==> src/rtl/measure_multi.sv <==
// Multi-channel latency timer: one shared prescaled timebase, per-channel
// arm/stop FSM with current/min/max and a ring-buffer sliding average.
module measure_multi #(
  parameter int CHANNELS  = 1,
  parameter int CNT_WIDTH = 17,
  parameter int TICK_DIV  = 2700,
  parameter int AVG_LOG2  = 3,
  parameter int TIMEOUT   = 99999
) (
  input  logic                          clock,
  input  logic                          reset,
  input  logic                          start,
  input  logic                          clear,
  input  logic [CHANNELS-1:0]           sensor_trigger,
  output logic [CHANNELS-1:0]           busy,
  output logic [CHANNELS-1:0]           sample_valid,
  output logic [CHANNELS-1:0]           timeout,
  output logic [CHANNELS*CNT_WIDTH-1:0] lat_current,
  output logic [CHANNELS*CNT_WIDTH-1:0] lat_minimum,
  output logic [CHANNELS*CNT_WIDTH-1:0] lat_maximum,
  output logic [CHANNELS*CNT_WIDTH-1:0] lat_average
);

  localparam int PW    = (TICK_DIV > 1) ? $clog2(TICK_DIV) : 1;
  localparam int DEPTH = 1 << AVG_LOG2;
  localparam int SW    = CNT_WIDTH + AVG_LOG2;

  localparam logic [PW-1:0]        PRESC_LAST  = PW'(TICK_DIV - 1);
  localparam logic [CNT_WIDTH-1:0] UNITS_MAX   = '1;
  localparam logic [CNT_WIDTH-1:0] TIMEOUT_VAL = CNT_WIDTH'(TIMEOUT);

  typedef enum logic {IDLE, ARMED} state_e;

  logic [PW-1:0]        presc_q, presc_d;
  logic [CNT_WIDTH-1:0] units_q, units_d;

  always_comb begin
    presc_d = presc_q;
    units_d = units_q;
    if (start) begin
      presc_d = '0;
      units_d = '0;
    end else if (presc_q == PRESC_LAST) begin
      presc_d = '0;
      if (units_q != UNITS_MAX) units_d = units_q + CNT_WIDTH'(1);
    end else begin
      presc_d = presc_q + PW'(1);
    end
  end

  always_ff @(posedge clock or negedge reset) begin
    if (!reset) begin
      presc_q <= '0;
      units_q <= '0;
    end else begin
      presc_q <= presc_d;
      units_q <= units_d;
    end
  end

  for (genvar n = 0; n < CHANNELS; n++) begin : g_ch
    state_e               state_q, state_d;
    logic                 accept, expire;
    logic [CNT_WIDTH-1:0] cur_q, cur_d, min_q, min_d, max_q, max_d;
    logic [SW-1:0]        sum_q, sum_d;
    logic [AVG_LOG2-1:0]  ptr_q, ptr_d;
    logic [CNT_WIDTH-1:0] buf_q [DEPTH];
    logic [CNT_WIDTH-1:0] buf_d [DEPTH];
    logic                 first_q, first_d;
    logic                 valid_q, valid_d;
    logic                 tmo_q, tmo_d;

    // Precedence: clear, then start (re-arm discards), then trigger, then timeout.
    always_comb begin
      state_d = state_q;
      accept  = 1'b0;
      expire  = 1'b0;
      if (clear) begin
        state_d = IDLE;
      end else if (start) begin
        state_d = ARMED;
      end else if (state_q == ARMED) begin
        if (sensor_trigger[n]) begin
          accept  = 1'b1;
          state_d = IDLE;
        end else if (units_q == TIMEOUT_VAL) begin
          expire  = 1'b1;
          state_d = IDLE;
        end
      end
    end

    always_ff @(posedge clock or negedge reset) begin
      if (!reset) state_q <= IDLE;
      else        state_q <= state_d;
    end

    always_comb begin
      cur_d   = cur_q;
      min_d   = min_q;
      max_d   = max_q;
      sum_d   = sum_q;
      ptr_d   = ptr_q;
      first_d = first_q;
      valid_d = accept;
      tmo_d   = expire;
      for (int i = 0; i < DEPTH; i++) buf_d[i] = buf_q[i];
      if (clear) begin
        cur_d   = '0;
        min_d   = '0;
        max_d   = '0;
        sum_d   = '0;
        ptr_d   = '0;
        first_d = 1'b1;
        for (int i = 0; i < DEPTH; i++) buf_d[i] = '0;
      end else if (accept) begin
        cur_d = units_q;
        if (first_q) begin
          // Seed the whole window so the average is meaningful from sample one.
          min_d   = units_q;
          max_d   = units_q;
          sum_d   = SW'(units_q) << AVG_LOG2;
          first_d = 1'b0;
          for (int i = 0; i < DEPTH; i++) buf_d[i] = units_q;
        end else begin
          min_d        = (units_q < min_q) ? units_q : min_q;
          max_d        = (units_q > max_q) ? units_q : max_q;
          sum_d        = sum_q - SW'(buf_q[ptr_q]) + SW'(units_q);
          buf_d[ptr_q] = units_q;
          ptr_d        = ptr_q + AVG_LOG2'(1);
        end
      end
    end

    always_ff @(posedge clock or negedge reset) begin
      if (!reset) begin
        cur_q   <= '0;
        min_q   <= '0;
        max_q   <= '0;
        sum_q   <= '0;
        ptr_q   <= '0;
        first_q <= 1'b1;
        valid_q <= 1'b0;
        tmo_q   <= 1'b0;
        for (int i = 0; i < DEPTH; i++) buf_q[i] <= '0;
      end else begin
        cur_q   <= cur_d;
        min_q   <= min_d;
        max_q   <= max_d;
        sum_q   <= sum_d;
        ptr_q   <= ptr_d;
        first_q <= first_d;
        valid_q <= valid_d;
        tmo_q   <= tmo_d;
        for (int i = 0; i < DEPTH; i++) buf_q[i] <= buf_d[i];
      end
    end

    assign busy[n]         = (state_q == ARMED);
    assign sample_valid[n] = valid_q;
    assign timeout[n]      = tmo_q;
    assign lat_current[n*CNT_WIDTH +: CNT_WIDTH] = cur_q;
    assign lat_minimum[n*CNT_WIDTH +: CNT_WIDTH] = min_q;
    assign lat_maximum[n*CNT_WIDTH +: CNT_WIDTH] = max_q;
    assign lat_average[n*CNT_WIDTH +: CNT_WIDTH] = sum_q[SW-1:AVG_LOG2];
  end

endmodule

==> config.mk <==
export PLATFORM = sky130hd
export DESIGN_NAME = measure_multi
export DESIGN_NICKNAME = d
export VERILOG_FILES = /design/src/rtl/measure_multi.sv
export SDC_FILE = /design/constraint.sdc
export NUM_CORES = 1
export LEC_CHECK = 0
export ABC_AREA = 1
export BUFFER_PORTS_ARGS = -buffer_cell sky130_fd_sc_hd__buf_2
export CAP_MARGIN = 20
export CORE_MARGIN = 10
export CORE_UTILIZATION = 66
export CTS_CLUSTER_DIAMETER = 60
export DETAILED_ROUTE_END_ITERATION = 12
export MAX_ROUTING_LAYER = met4
export PLACE_DENSITY_LB_ADDON = 0.1
export SYNTH_ARGS = -nofsm -noshare
export SYNTH_HDL_FRONTEND = slang
export SYNTH_SLANG_ARGS = --single-unit
==> constraint.sdc <==
create_clock -name clock -period 8.12 [get_ports clock]
set_input_delay 0.406 -clock clock [delete_from_list [all_inputs] [get_ports clock]]
set_output_delay 0.406 -clock clock [all_outputs]
set_load 0.02 [all_outputs]
==> impl_metrics.py <==
metrics = {
    "die": {
        "io_pins": 76,
        "die_h_um": 162.1,
        "rows": 51,
        "core_um2": 19650,
        "start_util_pct": 67.80,
        "die_w_um": 162.1,
        "die-area_um2": 26270,
    },
    "clock_tree": {
        "cts_buffer_depth": 3,
        "h-tree-depth": 1,
        "cts_sinks": 243,
        "post_cts_resize_count": 0,
        "clock_latency_ns": 0.53,
        "cts_tree": "done",
        "path_clk_slew_ns": 0.06,
        "root_buffer": "clkbuf_16",
        "cts_buffers": 27,
    },
    "synth": {
        "synth-async-reset-ratio_pct": 100.0,
        "ys_seq_elements": 243,
        "synth_edf_count": 0,
        "syn_area_per_cell_um2": 8.175,
        "synth_ff_type": "dfrtp_1",
        "yosys_warnings": 0,
        "syn_inst": 1630,
        "synth_cell_types": 53,
        "synth_nets": 1709,
        "synth_seq_area_share_pct": 45.64,
        "netlist_area_um2": 13330,
    },
    "placement": {
        "port_buffers": 75,
        "place_congestion": 1.006,
        "place_hpwl_um": 28070,
        "dp_cells": 1912,
    },
    "finish": {
        "multiInputGateArea_um2": 5899,
        "instances_no_fill": 1961,
        "regArea_um2": 6082,
        "fill_cells": 1547,
        "syn2layout_area_growth_pct": 9.587,
        "diodes": 0,
        "drive_above_1_share_pct": 10.02,
        "final_nets": 1756,
    },
    "power_and_ir_drop": {
        "pwr-share-comb_pct": 9.8,
        "p_leak_nw": 7.684,
        "power_frac_seq_pct": 45.2,
        "irDropWorstVdd_mv": 0.1820,
        "clkPwrFrac_pct": 45.0,
        "p_per_area_nw_per_um2": 186.3,
        "internal_power_mw": 2.024,
        "swShare_pct": 25.58,
        "switching_power_mw": 0.6956,
    },
    "route": {
        "drc": 0,
        "first_iter_violations": 1390,
        "postRouteAntennaNets": 0,
        "viasPerCell": 6.045,
        "num_vias": 11860,
        "wl_um": 40770,
        "avgRoutedWirePerCell_um": 20.79,
        "dr.pass1.iters": 6,
    },
    "sta": {
        "setup_viol": 0,
        "rsz0062_at_grt": "false",
        "max_clock_freq_mhz": 234.7,
        "tns_ns": 0,
        "fin_skew_ns": 0.009767,
        "finalCriticalPeriod_ns": 4.260,
        "relSlewSlack_pct": 35.44,
        "hold_viol_final": 0,
        "tightest_slew_ns": 0.9653,
        "slew_viol_final": 0,
        "timing.final.crit_share_pct": 52.47,
    },
    "grt": {
        "grt_pass1_vias": 11700,
        "grt_pass1_wl_um": 64610,
        "track_usage_pct": 31.76,
        "antenna_found_initial": 0,
        "grt_start_max_net_pins": 103,
        "gr-total-overflow": 0,
    },
    "setup_path": {
        "r2r-start": "g_ch[0].ptr_q[0]$_DFFE_PN0P_",
        "arrival_ns": 4.65,
        "path_class": "flip-flop to flip-flop",
        "cp-start-kind": "flip-flop",
        "crit_fanout": 12,
        "required_ns": 8.51,
        "critPathCaptureType": "flip-flop",
        "cp-startpoint": "g_ch[0].ptr_q[0]$_DFFE_PN0P_",
    },
    "min_path": {
        "min-delay-start": "sensor_trigger",
        "hp-class": "input pin to flip-flop",
    },
    "outcome": {
        "outcome": "complete, no violations",
    },
    "flow_run": {
        "max_cap_viol_count": 0,
    },
}
timing repair:
item / CTS / global route
buffers inserted: 0 / 0
hold buffers: 1 / 0
hold endpoints to repair: 99 / 0
worst max-delay path: stages, from the launching register on:
cell	delay [ns]
dfrtp_1	0.48
inv_2	0.12
nand3_1	0.50
clkinv_1	0.46
a221oi_1	0.38
nand3_1	0.14
ha_1	0.29
inv_1	0.05
ha_1	0.22
inv_1	0.07
fa_1	0.35
inv_1	0.14
nand3_1	0.09
nand3_1	0.13
nand2_1	0.07
nand2_1	0.14
xor2_1	0.09
o21ai_0	0.25
o21ai_0	0.15
kinds of logic (layout without fill, tap and decap cells):
logic type / after synthesis / after routing / share of synthesized area (%)
adder cells (fa/ha/maj): 74 / 74 / 7.906
AO/OA/AOI/OAI: 290 / 290 / 13.49
XOR/XNOR: 13 / 13 / 0.8545
AND/OR/NAND/NOR: 695 / 695 / 22.02
flip-flops: 243 / 243 / 45.64
buffers and inverters: 315 / 381 / 10.08
layout by cell type, fill, tap and decap left out, drive strengths merged, types with 4 or more instances in the layout:
cell	instances
nand2	464
inv	250
dfrtp	242
o21ai	131
nand3	99
nor2	80
buf	79
o22ai	77
ha	57
a21oi	37
clkbuf	37
nand4	22
fa	17
a221oi	16
nor3	15
a22oi	13
clkinv	11
xor2	10
o31ai	4
a21o	4
power groups by stage:
stage / logic (mW) / registers (mW) / clock network, mW
after floorplan: 0.177 / 1.25 / 0
after global placement: 0.255 / 1.25 / 0
after detailed placement: 0.260 / 1.25 / 0
after CTS: 0.262 / 1.23 / 1.23
after global routing: 0.296 / 1.23 / 1.28
final: 0.266 / 1.23 / 1.23
path summary, 6_finish.rpt:
kind                       slack, ns  depth (start not counted)                             end
max reg2reg                     3.86                         18    g_ch[0].sum_q[8]$_DFFE_PN0P_
min in group asynchronous       0.48                          2     lat_minimum[16]$_DFFE_PN0P_
max                             3.86                         18    g_ch[0].sum_q[8]$_DFFE_PN0P_
min                             0.12                          2               timeout$_DFF_PN0_
max in group asynchronous       6.11                          3  g_ch[0].buf_q[130]$_DFFE_PN0P_
min reg2reg                     0.47                          1            presc_q[0]$_DFF_PN0_
cells in the mapped netlist (2+ instances only):
library cell	number	area, µm²
o21ai_4	3	48.80
nand3b_1	2	15.01
o21ai_0	119	595.6
xnor2_1	3	26.28
nand2_2	3	18.77
o21ai_1	4	20.02
inv_4	3	18.77
nor4_1	3	18.77
xor2_1	10	87.58
ha_1	57	713.2
a211oi_1	2	15.01
o21ai_2	5	43.79
a21o_1	4	30.03
o22ai_2	10	125.1
o31ai_1	4	30.03
a21oi_1	37	185.2
nor2_2	2	12.51
and2_1	3	18.77
fa_1	17	340.3
nand2_1	460	1727
and3_1	2	12.51
buf_4	25	187.7
nor3_4	2	32.53
nand4_1	22	137.6
nor2_1	76	285.3
nor3b_1	3	22.52
clkbuf_1	8	30.03
o2111ai_1	3	26.28
inv_2	9	33.78
o22ai_1	67	419.2
a221oi_1	16	140.1
nor3_1	12	60.06
clkinv_1	3	11.26
a22oi_1	13	97.59
buf_2	26	130.1
buf_6	2	22.52
nand3_1	98	490.5
dfrtp_1	242	6056
inv_1	236	885.9
layout make-up:
cell class	instances	share of cell area, %
flip-flops and latches	243	41.65
repair buffers	80	2.913
inverters	253	6.640
clock inverters	11	0.7626
clock buffers	37	5.364
multi-input cells	1072	40.40
well taps	265	2.271
flip-flops by register name (all words and copies together) (netlist names):
register,count
g_ch.buf_q,136
lat_maximum,17
busy,1
timeout,1
sample_valid,1
units_q,17
g_ch.first_q,1
lat_minimum,17
presc_q,12
lat_current,17
g_ch.ptr_q,3
g_ch.sum_q,20
metrics by stage:
| step | worst slack [ns] | power (mW) | util [%] | instance area, µm² | hold slack (ns) |
|---|---|---|---|---|---|
| finish | 3.860 | 2.720 | 74.30 | 14600 | 0.1199 |
| floorplan | 5.002 | 1.428 | - | 13330 | 0.1104 |
| global route | 3.565 | 2.807 | 74.30 | 14600 | 0.1148 |
| global placement | 4.062 | 1.505 | 69.70 | 13700 | 0.4494 |
| detailed placement | 4.050 | 1.510 | 69.70 | 13700 | 0.4532 |
| CTS | 4.041 | 2.716 | 74.30 | 14600 | 0.1088 |
per-layer routing:
metal / share of wire, % / GRT usage (%) / wire length [µm] / vias up
met3: 8.9 / 5.662 / 3644 / 138
met4: 5.0 / 15.30 / 2029 / 0
met2: 46 / 49.93 / 18910 / 661
li1: - / - / - / 5404
met5: 0 / - / 0 / -
met1: 40 / 39.24 / 16190 / 5652
Power figures use the tool's default switching activity.
